## src/rtl/pipelined_adder.sv

```systemverilog
// Pipelined adder: {Carry_Out, Sum_Out} = A + B + Carry_In, with the carry chain split into STAGES
// registered slices. Define PIPELINED_ADDER_OVERFLOW_EN to add the signed-overflow output Overflow_Out.
module pipelined_adder #(
    parameter int DATA_WIDTH = 16,
    parameter int STAGES     = 4
) (
    input  logic                  Clock_In,
    input  logic                  Reset_n_In,
    input  logic [DATA_WIDTH-1:0] Data_A_In,
    input  logic [DATA_WIDTH-1:0] Data_B_In,
    input  logic                  Carry_In,
    input  logic                  Valid_In,
    output logic                  Ready_Out,
    output logic [DATA_WIDTH-1:0] Sum_Out,
    output logic                  Carry_Out,
    output logic                  Valid_Out,
    input  logic                  Ready_In
`ifdef PIPELINED_ADDER_OVERFLOW_EN
    ,
    output logic                  Overflow_Out
`endif
);

    localparam int SLICE_W = DATA_WIDTH / STAGES;

    // Handshake: a word moves on any edge where valid & ready are both high; valid never waits on
    // ready. The whole pipe advances as one unit, so ready upstream is just "output free or drained".
    logic adv;
    logic accept;

    assign adv       = Ready_In | ~Valid_Out;
    assign Ready_Out = adv;
    assign accept    = Valid_In & adv;

    // Inputs to the last slice, whether it comes from the ports or from the previous stage.
    logic [SLICE_W-1:0]    fin_a;
    logic [SLICE_W-1:0]    fin_b;
    logic                  fin_c;
    logic                  fin_v;
    logic [SLICE_W:0]      fin_slice;
    logic [DATA_WIDTH-1:0] fin_sum;

    // Intermediate stages: each adds one slice, drops the consumed operand bits and appends its
    // sum slice to the finished lower bits carried alongside.
    for (genvar k = 0; k < STAGES - 1; k++) begin : g_mid
        localparam int RW = DATA_WIDTH - k * SLICE_W;

        logic [RW-1:0]            a_in;
        logic [RW-1:0]            b_in;
        logic                     c_in;
        logic                     v_in;
        logic [SLICE_W:0]         slice_sum;
        logic [(k+1)*SLICE_W-1:0] s_d;
        logic [(k+1)*SLICE_W-1:0] s_q;
        logic [RW-SLICE_W-1:0]    ra_q;
        logic [RW-SLICE_W-1:0]    rb_q;
        logic                     c_q;
        logic                     v_q;

        if (k == 0) begin : g_first
            assign a_in = Data_A_In;
            assign b_in = Data_B_In;
            assign c_in = Carry_In;
            assign v_in = accept;
            assign s_d  = slice_sum[SLICE_W-1:0];
        end else begin : g_next
            assign a_in = g_mid[k-1].ra_q;
            assign b_in = g_mid[k-1].rb_q;
            assign c_in = g_mid[k-1].c_q;
            assign v_in = g_mid[k-1].v_q;
            assign s_d  = {slice_sum[SLICE_W-1:0], g_mid[k-1].s_q};
        end

        assign slice_sum = {1'b0, a_in[SLICE_W-1:0]} + {1'b0, b_in[SLICE_W-1:0]}
                         + {{SLICE_W{1'b0}}, c_in};

        always_ff @(posedge Clock_In or negedge Reset_n_In) begin
            if (!Reset_n_In) begin
                v_q  <= 1'b0;
                c_q  <= 1'b0;
                s_q  <= '0;
                ra_q <= '0;
                rb_q <= '0;
            end else if (adv) begin
                v_q  <= v_in;
                c_q  <= slice_sum[SLICE_W];
                s_q  <= s_d;
                ra_q <= a_in[RW-1:SLICE_W];
                rb_q <= b_in[RW-1:SLICE_W];
            end
        end
    end

    if (STAGES == 1) begin : g_single
        assign fin_a   = Data_A_In;
        assign fin_b   = Data_B_In;
        assign fin_c   = Carry_In;
        assign fin_v   = accept;
        assign fin_sum = fin_slice[SLICE_W-1:0];
    end else begin : g_multi
        assign fin_a   = g_mid[STAGES-2].ra_q;
        assign fin_b   = g_mid[STAGES-2].rb_q;
        assign fin_c   = g_mid[STAGES-2].c_q;
        assign fin_v   = g_mid[STAGES-2].v_q;
        assign fin_sum = {fin_slice[SLICE_W-1:0], g_mid[STAGES-2].s_q};
    end

    assign fin_slice = {1'b0, fin_a} + {1'b0, fin_b} + {{SLICE_W{1'b0}}, fin_c};

    // Output stage: the top slice completes here, so every result bit leaves from a flop together.
    always_ff @(posedge Clock_In or negedge Reset_n_In) begin
        if (!Reset_n_In) begin
            Valid_Out <= 1'b0;
            Carry_Out <= 1'b0;
            Sum_Out   <= '0;
        end else if (adv) begin
            Valid_Out <= fin_v;
            Carry_Out <= fin_slice[SLICE_W];
            Sum_Out   <= fin_sum;
        end
    end

`ifdef PIPELINED_ADDER_OVERFLOW_EN
    // Signed overflow: operands agree in sign but the result sign differs.
    logic ovf_d;

    assign ovf_d = (fin_a[SLICE_W-1] == fin_b[SLICE_W-1])
                 & (fin_slice[SLICE_W-1] != fin_a[SLICE_W-1]);

    always_ff @(posedge Clock_In or negedge Reset_n_In) begin
        if (!Reset_n_In) begin
            Overflow_Out <= 1'b0;
        end else if (adv) begin
            Overflow_Out <= ovf_d;
        end
    end
`endif

endmodule
```

## config.mk

```make
export PLATFORM = sky130hd
export DESIGN_NAME = pipelined_adder
export DESIGN_NICKNAME = d
export VERILOG_FILES = /design/src/rtl/pipelined_adder.sv
export SDC_FILE = /design/constraint.sdc
export NUM_CORES = 1
export LEC_CHECK = 0
export CORE_MARGIN = 5
export CORE_UTILIZATION = 35
export DETAILED_ROUTE_END_ITERATION = 8
export SETUP_SLACK_MARGIN = 0.4
export SLEW_MARGIN = 20
export SYNTH_ARGS = -nofsm -noshare
export SYNTH_HDL_FRONTEND = slang
export SYNTH_SLANG_ARGS = --single-unit
export TNS_END_PERCENT = 30
```

## constraint.sdc

```tcl
create_clock -name Clock_In -period 5.8 [get_ports Clock_In]
set_clock_uncertainty 0.2 [all_clocks]
set_input_delay 1.16 -clock Clock_In [delete_from_list [all_inputs] [get_ports Clock_In]]
set_output_delay 1.16 -clock Clock_In [all_outputs]
set_load 0.03 [all_outputs]
```

## Yosys cells after proc, flatten, opt, wreduce, memory -nomap -nowiden

Index checks and enable logic that the tools add are counted.

- Flip-flop bits (word level): 96
- Bits in latches: 0
- Bits in writable memories: 0
- ROM bits: 0
- Bits of input ports: 37
- Logic and storage cells: 29
- Memories: 0

- Add/sub/neg operators: 8
- Multipliers: 0
- Div/mod/pow operators: 0
- $lt $le $gt $ge: 0
- Eq/ne operators: 0
- Shifts and indexed selects: 0
- Multiplexer cells: 0
- Bitwise logic cells: 3
- Reduce and logical (&&, ||, !) cells: 0

Operator list:

| operator | count |
|---|---|
| $add 4x4->5 | 4 |
| $add 5x1->5 | 4 |
| $and 1x1->1 | 1 |
| $not 1->1 | 1 |
| $or 1x1->1 | 1 |

## Depth between registers and ports, before layout

- Depth after elaboration: 3
- Mapped depth: 6
- Gate-level depth less buffers: 6

## Worst setup path before layout

OpenSTA, ideal clock, no wires.

- Path kind: input-to-output
- Start: input port Ready_In
- End: output port Ready_Out
- Arrival: 1.585 ns
- Setup slack: 2.855 ns
- Cell stages on the path: 4
- Buffers on the path: 2
- Path through: nor2b_4 > inv_2 > buf_4 > buf_6

- Cells in the longest elaborated chain, start to end: 1

Ends and longest elaborated chain:

| element | RTL line | source |
|---|---|---|
| start, declared | 17 | `input logic Ready_In` |
| $or 1x1->1 | 31 | `assign adv = Ready_In \| ~Valid_Out;` |
| end, declared | 13 | `output logic Ready_Out,` |

No other way between the ends.

## Final worst setup path

Ends and elaborated chain as after synthesis.

==> impl_metrics.toml <==
[worst_setup_path]
worstPathMaxFanout = 2
crit_chain = "clkdlybuf4s50_1 > nor2b_4 > inv_2 > clkdlybuf4s50_1"
crit_slowest_cell = "clkdlybuf4s50_1"
critical_path_class = "in -> out"
crit_path_frequent_cell = "clkdlybuf4s50_1"
critPathMaxStageDelay_ns = 0.66
worstRegToRegCells = 5
cp.required_ns = 4.44
r2r_end = "fin_c$_DFFE_PN0N_"
worstSetupStartpointType = "primary input"
regToRegSetupSlack_ns = 3.74
arrival_ns = 2.42
critPathCaptureType = "primary output"
regToRegStartpoint = "g_mid[1].ra_q[0]$_DFFE_PN0N_"

[place]
dp_hpwl_um = 4820
io_buffers = 55
placed_cells = 627
place_congestion = 0.688

[hold_path]
worstHoldStart = "fin_v$_DFFE_PN0N_"
holdPathEnd = "fin_v$_DFFE_PN0N_"
holdPathStages = 2
worstHoldPathType = "reg -> reg"

[sta]
max_freq_mhz = 264
rsz0062_at_grt = "no"
finalHoldViolCount = 0
max-slew-margin-rel_pct = 36.0
fin_crit_sh_pct = 65.2
worst_pin_slew_ns = 0.960
finalSetupViolations = 0
timing.final.crit_period_ns = 3.78
fin_tns_setup_ns = 0
slew_violations = 0

[grt]
first_global_vias = 2969
antenna_found_initial = 0
grt-ovfl-total = 0
grt_max_degree = 101
grt_pass1_wl_um = 13400
grt.total_usage_pct = 11.3

[power]
ir_worst_vdd_mv = 0.233
p_leak_uw = 0.00257
total_power_uw = 2670
p_per_area_nw_per_um2 = 529

[cells_and_area]
antenna_cells = 0
final_nets = 552
fin_cells = 643
fill_cells = 1123
synthToLayoutAreaGrowth_pct = 22.4
drive_above_1_share_pct = 4.40
final_util_pct = 44.0

[cts]
postCtsHoldBufs = 0
post-cts-setup-buffers = 0
h-tree-depth = 3
clk_latency_ns = 0.33
ctsLongestPathBuffers = 2
cts_made_buffers = 9
cts.sinks = 96
clk_pin_slew_worst_paths_ns = 0.06
cts-root-buf = "clkbuf_16"
cts.repair.resized = 0
cts_tree = "built"

[logic_synthesis]
yosys_warnings = 0
ys_types = 21
synth_top_area_share_pct = 58.3
ys_top_cells_by_area = "dfrtp_1 58%, nand2_1 22%, fa_1 3.9%, ha_1 3.6%, o21ai_0 2.1%"
synth_area_per_cell_um2 = 9.22
ys_seq_area_share_pct = 58.3
netlist.top_cell.by_area = "dfrtp_1"
netlist_area_um2 = 4120
synthFlopType = "dfrtp_1"
synthCells = 447
synth_common_cells = "237 x nand2_1, 96 x dfrtp_1, 17 x o21ai_0"
synth-edff-count = 0
synth_async_sr_flop_share_pct = 100
synth-seq-cells = 96
synth.most_common_cell = "nand2_1"
synth_nets = 504

[detailed_routing]
via_count = 2826
post-route-drc-count = 0
antenna_left = 0
wl_um = 7260
drt-initial-drc-count = 109
drt-vias-per-instance = 4.40
post_drt_wl_per_cell_um = 11.3
drtPass1Iterations = 4

[floorplanning]
die_w_um = 119
die_h_um = 119
start_util_pct = 35.9
pin_count = 56
core-area_um2 = 11500
rows = 39
fp.dieArea_um2 = 14000

[run_status]
status = "finished clean"

[job]
cap_violations = 0
-- cell type report --
type / count / area [um2] / area share, %
Sequential cell: 96 / 2400 / 47.6
Multi-Input combinational cell: 315 / 1540 / 30.5
Timing Repair Buffer: 58 / 571 / 11.3
Clock buffer: 13 / 260 / 5.16
Tap cell: 143 / 179 / 3.55
Inverter: 15 / 56.3 / 1.12
Clock inverter: 3 / 40.0 / 0.794
-- placed cells by master, fill, tap and decap left out --
cell type,instances
a21o_1,4
a21oi_1,12
buf_4,4
bufinv_16,1
clkbuf_1,2
clkbuf_16,9
clkbuf_8,2
clkdlybuf4s50_1,54
clkinv_2,2
dfrtp_1,96
fa_1,8
ha_1,12
inv_1,14
inv_2,1
nand2_1,237
nand2b_1,1
nor2_1,11
nor2b_1,3
nor2b_4,2
nor3_1,1
o21a_1,2
o21ai_0,17
o31ai_2,1
xnor2_1,1
xor2_1,3
-- worst max path at each step --
| stage | endpoint | cells past startpoint | slack, ns | from |
|---|---|---|---|---|
| 2_1_floorplan | Ready_Out | 4 | 2.86 | Ready_In |
| 3_3_place_gp | Ready_Out | 4 | 2.02 | Ready_In |
| 3_5_place_dp | Ready_Out | 4 | 2.01 | Ready_In |
| 4_1_cts | Ready_Out | 4 | 2.00 | Ready_In |
| 5_1_grt | Ready_Out | 4 | 1.98 | Ready_In |
| 6_report | Ready_Out | 4 | 2.02 | Ready_In |
-- critical path: cells and delay by family --
family / cells / cell delay (ns)
and+or+nand+nor: 1 / 0.05
buffers and inverters: 3 / 1.22
-- sequential cells by signal, indices dropped and copies added, names as in the netlist --
| signal | count |
|---|---|
| g_mid.s_q | 24 |
| g_mid.ra_q | 20 |
| g_mid.rb_q | 20 |
| Sum_Out | 16 |
| fin_a | 4 |
| fin_b | 4 |
| g_mid.c_q | 2 |
| g_mid.v_q | 2 |
| Carry_Out | 1 |
| Valid_Out | 1 |
| fin_c | 1 |
| fin_v | 1 |
-- cell families (layout without fill, tap and decap cells) --
logic type,Yosys count,after routing,share of synthesized area [%]
flip-flops,96,96,58.3
XOR/XNOR,4,4,0.850
buffers and inverters,36,89,4.40
AND/OR/NAND/NOR,255,255,24.0
AO/OA/AOI/OAI,36,36,4.92
adder cells (fa/ha/maj),20,20,7.53
-- routing by layer --
metal	wire length, um	vias to the layer above	track usage (%)
li1	-	1475	-
met1	3830	1296	15.7
met2	3080	45	17.2
met3	209	10	1.91
met4	146	0	5.32
met5	0	-	0
-- stage by stage --
step	area [um2]	setup slack (ns)	hold WS (ns)
final	5040	2.02	0.257
after global routing	5040	1.98	0.287
after CTS	5040	2.00	0.261
after detailed placement	4740	2.01	0.247
after global placement	4740	2.02	0.245
after floorplan	4120	2.86	0.230
-- report_power, final --
part / total [uW] / switching [uW] / internal, uW
clock network: 583 / 226 / 356
logic: 963 / 563 / 400
registers: 1120 / 159 / 962
total: 2670 / 948 / 1720
Note: power is estimated with default switching activity, not from simulation.
